## src/rtl/post_cov_seq.sv

```systemverilog
// post_cov_seq: posterior covariance update P_post = (I - K*H) * P_prior for
// DIM x DIM signed fixed-point matrices, computed with a single time-shared
// multiply-accumulate unit.
//
// Ports:
//   clk, rst_n        clock (rising edge) and synchronous active-low reset
//   start             one-cycle request, honoured only while idle
//   k_flat/h_flat/p_flat  K, H, P_prior; row-major, element (i,j) at
//                     [(i*DIM+j)*N +: N]
//   busy              high while either matrix product is being computed
//   done              one-cycle pulse once pp_flat holds the full result
//   ovf               sticky saturation flag for the current operation
//   pp_flat           P_post, same packing; updated element by element
//
// Configuration macros:
//   FXP_N / FXP_FRAC  default word width / fractional bits
//   POST_COV_SYM_EN   compute only the upper triangle of P_post and mirror
//                     it, giving a shorter second phase and exact symmetry
`ifndef FXP_N
`define FXP_N 16
`endif
`ifndef FXP_FRAC
`define FXP_FRAC 8
`endif

module post_cov_seq #(
    parameter int N    = `FXP_N,
    parameter int FRAC = `FXP_FRAC,
    parameter int DIM  = 2
) (
    input  logic                  clk,
    input  logic                  rst_n,
    input  logic                  start,
    input  logic [DIM*DIM*N-1:0]  k_flat,
    input  logic [DIM*DIM*N-1:0]  h_flat,
    input  logic [DIM*DIM*N-1:0]  p_flat,
    output logic                  busy,
    output logic                  done,
    output logic                  ovf,
    output logic [DIM*DIM*N-1:0]  pp_flat
);

    localparam int EL = DIM * DIM;
    localparam int IW = $clog2(EL);
    localparam int PW = 2 * N;
    localparam int AW = 2 * N + 2;
    localparam logic [1:0] DMAX = 2'(DIM - 1);

    localparam logic signed [AW-1:0] HALF = AW'(1) << (FRAC - 1);
    localparam logic signed [AW:0]   ONE  = (AW + 1)'(1) << FRAC;
    localparam logic signed [AW:0]   ZERO = '0;
    localparam logic signed [AW:0]   SMAX = ((AW + 1)'(1) << (N - 1)) - (AW + 1)'(1);
    localparam logic signed [AW:0]   SMIN = -((AW + 1)'(1) << (N - 1));

`ifdef POST_COV_SYM_EN
    localparam bit SYM = 1'b1;
`else
    localparam bit SYM = 1'b0;
`endif

    typedef enum logic [1:0] {IDLE, PH_A, PH_B, FIN} state_t;
    state_t state, state_nxt;

    // Captured operands, the intermediate M = I - K*H, and the result
    logic signed [N-1:0] kr [EL];
    logic signed [N-1:0] hr [EL];
    logic signed [N-1:0] pr [EL];
    logic signed [N-1:0] mr [EL];
    logic signed [N-1:0] ppr[EL];

    logic [1:0]           ci, cj, ck;
    logic signed [AW-1:0] acc;

    logic                 k_last, j_last, last_ijk, ph_b;
    logic [IW-1:0]        idx_ik, idx_kj, idx_ij, idx_ji;
    logic signed [N-1:0]  opa, opb;
    logic signed [PW-1:0] prod;
    logic signed [AW-1:0] acc_sum, acc_rnd, rnd;
    logic signed [AW:0]   diag_v, pre_sat;
    logic signed [N-1:0]  res;
    logic                 clamp;

    // MAC datapath: one product per cycle, round and saturate on the last k
    always_comb begin
        k_last   = (ck == DMAX);
        j_last   = (cj == DMAX);
        last_ijk = (ci == DMAX) && j_last && k_last;
        ph_b     = (state == PH_B);

        idx_ik = IW'(int'(ci) * DIM + int'(ck));
        idx_kj = IW'(int'(ck) * DIM + int'(cj));
        idx_ij = IW'(int'(ci) * DIM + int'(cj));
        idx_ji = IW'(int'(cj) * DIM + int'(ci));

        opa = ph_b ? mr[idx_ik] : kr[idx_ik];
        opb = ph_b ? pr[idx_kj] : hr[idx_kj];

        prod    = PW'(opa) * PW'(opb);
        acc_sum = acc + AW'(prod);
        acc_rnd = acc_sum + HALF;
        rnd     = acc_rnd >>> FRAC;

        // Phase A subtracts from the identity; phase B passes the dot product
        diag_v  = (ci == cj) ? ONE : ZERO;
        pre_sat = ph_b ? (AW + 1)'(rnd) : diag_v - (AW + 1)'(rnd);

        clamp = 1'b0;
        if (pre_sat > SMAX) begin
            res   = SMAX[N-1:0];
            clamp = 1'b1;
        end else if (pre_sat < SMIN) begin
            res   = SMIN[N-1:0];
            clamp = 1'b1;
        end else begin
            res = pre_sat[N-1:0];
        end
    end

    always_comb begin
        state_nxt = state;
        busy      = 1'b0;
        done      = 1'b0;
        case (state)
            IDLE: if (start) state_nxt = PH_A;
            PH_A: begin
                busy = 1'b1;
                if (last_ijk) state_nxt = PH_B;
            end
            PH_B: begin
                busy = 1'b1;
                // Upper-triangle walk also ends on (DIM-1, DIM-1, DIM-1)
                if (last_ijk) state_nxt = FIN;
            end
            FIN: begin
                done      = 1'b1;
                state_nxt = IDLE;
            end
            default: state_nxt = IDLE;
        endcase
    end

    always_ff @(posedge clk) begin
        if (!rst_n) begin
            state <= IDLE;
            ci    <= '0;
            cj    <= '0;
            ck    <= '0;
            acc   <= '0;
            ovf   <= 1'b0;
            for (int e = 0; e < EL; e++) begin
                kr[e]  <= '0;
                hr[e]  <= '0;
                pr[e]  <= '0;
                mr[e]  <= '0;
                ppr[e] <= '0;
            end
        end else begin
            state <= state_nxt;
            case (state)
                IDLE: begin
                    if (start) begin
                        for (int e = 0; e < EL; e++) begin
                            kr[e] <= k_flat[e*N +: N];
                            hr[e] <= h_flat[e*N +: N];
                            pr[e] <= p_flat[e*N +: N];
                        end
                        ovf <= 1'b0;
                        acc <= '0;
                        ci  <= '0;
                        cj  <= '0;
                        ck  <= '0;
                    end
                end
                PH_A, PH_B: begin
                    acc <= k_last ? '0 : acc_sum;
                    if (k_last) begin
                        if (ph_b) begin
                            ppr[idx_ij] <= res;
                            if (SYM && (ci != cj)) ppr[idx_ji] <= res;
                        end else begin
                            mr[idx_ij] <= res;
                        end
                        if (clamp) ovf <= 1'b1;
                    end
                    if (last_ijk) begin
                        ci <= '0;
                        cj <= '0;
                        ck <= '0;
                    end else if (k_last) begin
                        ck <= '0;
                        if (j_last) begin
                            ci <= ci + 2'd1;
                            // Triangular walk restarts each row on the diagonal
                            cj <= (SYM && ph_b) ? ci + 2'd1 : 2'd0;
                        end else begin
                            cj <= cj + 2'd1;
                        end
                    end else begin
                        ck <= ck + 2'd1;
                    end
                end
                default: ;
            endcase
        end
    end

    for (genvar e = 0; e < EL; e++) begin : g_out
        assign pp_flat[e*N +: N] = ppr[e];
    end

endmodule

```

## config.mk

```make
export PLATFORM = sky130hd
export DESIGN_NAME = post_cov_seq
export DESIGN_NICKNAME = d
export VERILOG_FILES = /design/src/rtl/post_cov_seq.sv
export SDC_FILE = /design/constraint.sdc
export NUM_CORES = 1
export LEC_CHECK = 0
export CAP_MARGIN = 20
export CORE_ASPECT_RATIO = 1.4
export CORE_MARGIN = 2
export CORE_UTILIZATION = 40
export CTS_BUF_LIST = sky130_fd_sc_hd__clkbuf_8
export CTS_CLUSTER_SIZE = 25
export DETAILED_ROUTE_END_ITERATION = 10
export DONT_BUFFER_PORTS = 1
export MAX_ROUTING_LAYER = met4
export REMOVE_ABC_BUFFERS = 1
export SETUP_SLACK_MARGIN = 0.5
export SLEW_MARGIN = 20
export SYNTH_ARGS = -nofsm -noshare
export SYNTH_HDL_FRONTEND = slang
export SYNTH_SLANG_ARGS = --single-unit
```

## constraint.sdc

```tcl
create_clock -name clk -period 17.7 [get_ports clk]
set_input_delay 3.54 -clock clk [delete_from_list [all_inputs] [get_ports clk]]
set_output_delay 3.54 -clock clk [all_outputs]
set_load 0.05 [all_outputs]
```

### Word level (Yosys, flattened, before mapping)

Memories as Yosys holds them, arrays and structs flattened.
Index checks and enable logic that the tools add are counted.

| word-level totals | value |
|---|---|
| bits in latches | 0 |
| memory bits (read-only) | 0 |
| register bits | 43 |
| RAM bits | 320 |
| bits of input ports | 195 |
| memories kept | 5 |

Memory list:

| memory | depth | width | read ports | clocked after memory_dff | wr ports | line | text |
|---|---|---|---|---|---|---|---|
| hr | 4 | 16 | 1 | 0 | 4 | 66 | `logic signed [N-1:0] hr [EL];` |
| kr | 4 | 16 | 1 | 0 | 4 | 65 | `logic signed [N-1:0] kr [EL];` |
| mr | 4 | 16 | 1 | 0 | 4 | 68 | `logic signed [N-1:0] mr [EL];` |
| ppr | 4 | 16 | 4 | 0 | 4 | 69 | `logic signed [N-1:0] ppr[EL];` |
| pr | 4 | 16 | 1 | 0 | 4 | 67 | `logic signed [N-1:0] pr [EL];` |

| operators by class | value |
|---|---|
| muxes and demuxes | 66 |
| equality and inequality tests | 14 |
| $mul | 1 |
| order comparisons | 2 |
| reduce and logical (&&, ||, !) cells | 12 |
| div/mod/pow operators | 0 |
| bitwise gates (word level) | 12 |
| shift-type cells | 0 |
| $add $sub $neg | 9 |

Operators by type and width:

| cell | number |
|---|---|
| 16-bit 2-to-1 mux | 18 |
| 34-bit 2-to-1 mux | 2 |
| 34-bit case mux with 2 select lines | 1 |
| 35-bit by 16-bit greater-than comparator with 1-bit output (second input constant) | 1 |
| 35-bit by 16-bit less-than comparator with 1-bit output (second input constant) | 1 |
| 35-bit 2-to-1 mux | 1 |
| 34-bit by 32-bit adder with 34-bit output | 1 |
| 34-bit by 9-bit adder with 34-bit output (second input constant) | 1 |
| 16-bit by 16-bit multiplier with 32-bit output | 1 |
| 16-bit OR reduction | 2 |
| 2-bit 2-to-1 mux | 14 |
| 10-bit by 26-bit subtractor with 27-bit output | 1 |
| 1-bit 2-to-1 mux | 24 |
| 1-bit bitwise OR | 12 |
| 2-bit case mux with 2 select lines | 3 |
| 9-bit 2-to-1 mux | 1 |
| 2-bit by 1-bit == test with 1-bit output (second input constant) | 4 |
| 2-bit case mux with 4 select lines | 1 |
| 4-bit AND reduction | 2 |
| 2-bit by 1-bit adder with 2-bit output (second input constant) | 3 |
| 2-bit adder | 3 |
| 2-bit inequality test (second input constant) | 3 |
| 3-bit by 1-bit inequality test with 1-bit output (second input constant) | 2 |
| 3-bit AND reduction | 2 |
| 9 further kinds | 12 |

### Depth between registers and ports, before layout

An unclocked memory read counts as a cell.

| depth | value |
|---|---|
| depth in word-level cells | 14 |
| depth in mapped cells | 46 |

### Least setup slack after synthesis

No wires, ideal clock.

| timing | value |
|---|---|
| kind | reg2reg |
| from | register state[0] |
| to | memory mr[2][10] (netlist name) (data pin) |
| setup time | 146 ps |
| slack | 6,642 ps |
| stages on the path, launching flop included | 40 |
| data required time | 17,554 ps |
| buffers on the path | 9 |
| arrival | 10,912 ps |
| cells stage by stage | dfxtp_1 -> inv_1 -> ha_1 -> clkbuf_1 -> buf_1 -> inv_1 -> clkbuf_1 -> clkbuf_1 -> buf_1 -> mux2i_1 -> or2_2 -> fa_1 -> inv_1 -> fa_1 -> fa_1 -> fa_1 -> fa_1 -> inv_1 -> [... 4 more ...] -> a211oi_1 -> o21bai_1 -> a211oi_1 -> a2bb2oi_2 -> xor2_2 -> nand3_1 -> nand2b_1 -> or4_4 -> o31a_1 -> o41ai_1 -> xor2_1 -> or2_2 -> o31a_1 -> buf_6 -> or2_1 -> buf_6 -> buf_6 -> a21oi_1 |

RTL lines:

| item | line | text |
|---|---|---|
| from (decl) | 62 | `state_t state, state_nxt;` |
| from (signal assigned) | 158 | `state <= state_nxt;` |
| to (decl) | 68 |  |

==> results.json <==
{
  "insertion_delay_ns": 0.72,
  "maxSlewViolCount": 0,
  "tns_ns": 0,
  "cts_root_buf": "clkbuf_8",
  "synth-compound-area-share_pct": 8.34,
  "setup_violations": 0,
  "drc": 0,
  "status": "finished clean",
  "ys_types": 92,
  "design_area_mm2": 0.0319,
  "min-delay-start": "acc[33]",
  "clockBufferDepth": 3,
  "synth_area_mm2": 0.0296,
  "grt_util_all_layers_pct": 20.8,
  "rr_startpoint": "state[0]",
  "crit_path_start_kind": "flip-flop",
  "postRouteWirelength_mm": 74.8,
  "slew_headroom_pct": 29.0,
  "slowest_stage": "mux2i_2",
  "hold_viol_final": 0,
  "cts-resized-gates": 0,
  "htreeDepth": 2,
  "port_buffers": 0,
  "cpMostUsedCell": "fa_1",
  "synth-main-ff-cell": "edfxtp_1",
  "drtIter0Drc": 1224,
  "dr.pass1.iters": 6,
  "holdPathEnd": "acc[33]",
  "finalWeightedCongestion": 0.899,
  "reg2regPathDepth": 31,
  "ys_top_cells_by_area": "edfxtp_1 (32%), fa_1 (21%), mux4_2 (4.9%)",
  "dp_hpwl_mm": 56.9,
  "cts_sinks": 363,
  "synthAdderAreaFrac_pct": 25.3,
  "grt_max_degree": 171,
  "initial_utilization_pct": 40.2,
  "crit_arrival_ns": 13.19,
  "reg2reg_setup_slack_ns": 4.91,
  "yosysWarnings": 0,
  "synthMuxAreaShare_pct": 6.47,
  "die_height_um": 326,
  "min_path_cells": 2,
  "synth-simple-area-share_pct": 15.2,
  "synth-edff-count": 320,
  "placed_cell_area_mm2": 0.0307,
  "crit_fanout": 32,
  "coreArea_mm2": 0.0737,
  "synth.avg_cell_area_um2": 11.0,
  "vias": 19900,
  "holdBufCountCts": 0,
  "synth_top_area_share_pct": 32.4,
  "layout_setup_ws_ns": 4.91,
  "rows": 118,
  "fin_nets": 3279,
  "crit_type": "reg -> reg",
  "skew_ns": 0.0653,
  "io_pins": 262,
  "period_share_pct": 72.3,
  "synthArstFlopShare_pct": 0,
  "n_fill_cell": 6850,
  "drv_cap": 0,
  "ys_ff_latch": 363,
  "grt_pass1_vias": 21900,
  "multiInputGateArea_mm2": 0.0172,
  "dpl_worst_slack_ns": 5.06,
  "die_area_mm2": 0.0763,
  "area_delta_synth_final_pct": 7.57,
  "synth_top_family_by_area": "adder cells",
  "grt.overflow.total": 0,
  "grt_first_pass_wirelength_mm": 120,
  "die_w_um": 234,
  "hold_path_class": "reg -> reg",
  "yosys.area.top_type": "edfxtp_1",
  "r2r-end": "mr[2][0]",
  "tightest_slew_ns": 1.06,
  "postCtsSetupBuffers": 0,
  "drtAntennaViolNets": 0,
  "via_per_inst": 5.40,
  "drive_above_1_share_pct": 14.0,
  "required_ns": 18.10,
  "rsz0062_at_grt": "no",
  "antenna_found_initial": 4,
  "cpPeakStageDelay_ns": 0.87,
  "numCtsBuffers": 59,
  "path_clk_slew_ns": 0.07,
  "ys_seq_area_share_pct": 35.4,
  "cts_tree": "built",
  "fmax_ghz": 0.0782,
  "synth_xor_area_share_pct": 2.42,
  "final-seq-area_mm2": 0.0105,
  "end_kind": "flip-flop",
  "synth_cells": 2692,
  "min_period_ns": 12.79,
  "wl_per_cell_um": 20.3
}
## state kept, by name, summed over array words and instances, names as in the netlist
name and flops:
hr 64, kr 64, mr 64, ppr 64
pr 64, acc 34, ci 2, cj 2
ck 2, state 2, ovf 1
## worst max-delay path by stage
stage / startpoint / to / slack, ns / depth (start not counted)
2_1_floorplan: ck[0] / mr[0][0] / 4.42 / 30
3_3_place_gp: state[0] / mr[1][13] / 5.50 / 31
3_5_place_dp: state[0] / mr[2][0] / 5.06 / 31
4_1_cts: state[0] / mr[1][2] / 4.97 / 31
5_1_grt: state[0] / mr[0][4] / 4.28 / 32
6_report: state[0] / mr[2][0] / 4.91 / 31
## worst max-delay path: cells and delay by family (launching register included)
family / cells / cell delay (ns)
AOI/OAI and AO/OA: 4 / 1.77
and+or+nand+nor: 10 / 3.72
xor gates and xnor gates: 1 / 0.26
adders and majority gates: 8 / 3.88
buffers and inverters: 7 / 1.51
muxes: 1 / 0.87
DFF: 1 / 0.41
## logic make-up (layout without fill, tap and decap cells)
kind of cell,count (synthesis),after routing
AND/OR/NAND/NOR,830,830
buffers and inverters,518,538
adder cells (fa/ha/maj),417,417
AO/OA/AOI/OAI,373,373
flip-flops,363,363
multiplexers,111,111
XOR/XNOR,80,80
other,0,4
## metal layers
| layer | track usage [%] | wire length, um |
|---|---|---|
| met1 | 23.3 | 27800 |
| met2 | 36.7 | 40000 |
| met3 | 2.34 | 3220 |
| met4 | 9.85 | 3740 |
| met5 | - | 0 |
## through the flow
step                      instances  util [%]  hold WS (ns)
after global placement         3566      41.6         0.472
after global routing           3676      43.2         0.511
final                          3676      43.2         0.482
after floorplan                2550         -         0.437
after CTS                      3672      43.2         0.483
after detailed placement       3566      41.6         0.474
## placed cells by master, fill, tap and decap left out, drive strengths merged, types with 6 or more instances in the layout
cell      n
and2    204
a21o     10
nand4    18
and4      7
clkinv   26
a311oi    7
inv     387
or2     115
and3     14
a22oi    35
nand3    26
mux2i    43
xor2     26
fa      305
buf      56
o21ai    68
clkbuf   59
o211ai   10
a211oi   16
nand2    88
nor2b    14
nor3     42
dfxtp    43
nor3b     6
a211o     6
a31oi     7
xnor2    54
o31a      7
nor2    233
nor4     13
mux4     64
ha      112
edfxtp  320
a21oi   155
nand2b   28
or3      11
## layout make-up
class	count	area share (%)
Antenna cell	4	0.0314
Clock buffer	59	2.55
Timing Repair Buffer	56	1.33
Clock inverter	47	1.17
Multi-Input combinational cell	1811	53.9
Tap cell	960	3.77
Inverter	376	4.43
Sequential cell	363	32.9
## synthesized netlist by cell type, types with 56 or more instances
cell type	count
nor2_1	233
clkbuf_1	105
inv_1	375
ha_1	112
and2_1	204
a21oi_1	148
edfxtp_1	320
mux4_2	64
o21ai_0	56
or2_2	111
fa_1	305
nand2_1	87
Power is left out: the tool's default activity adds up to more than one toggle a clock period on the data nets, which glitch-free logic cannot reach.
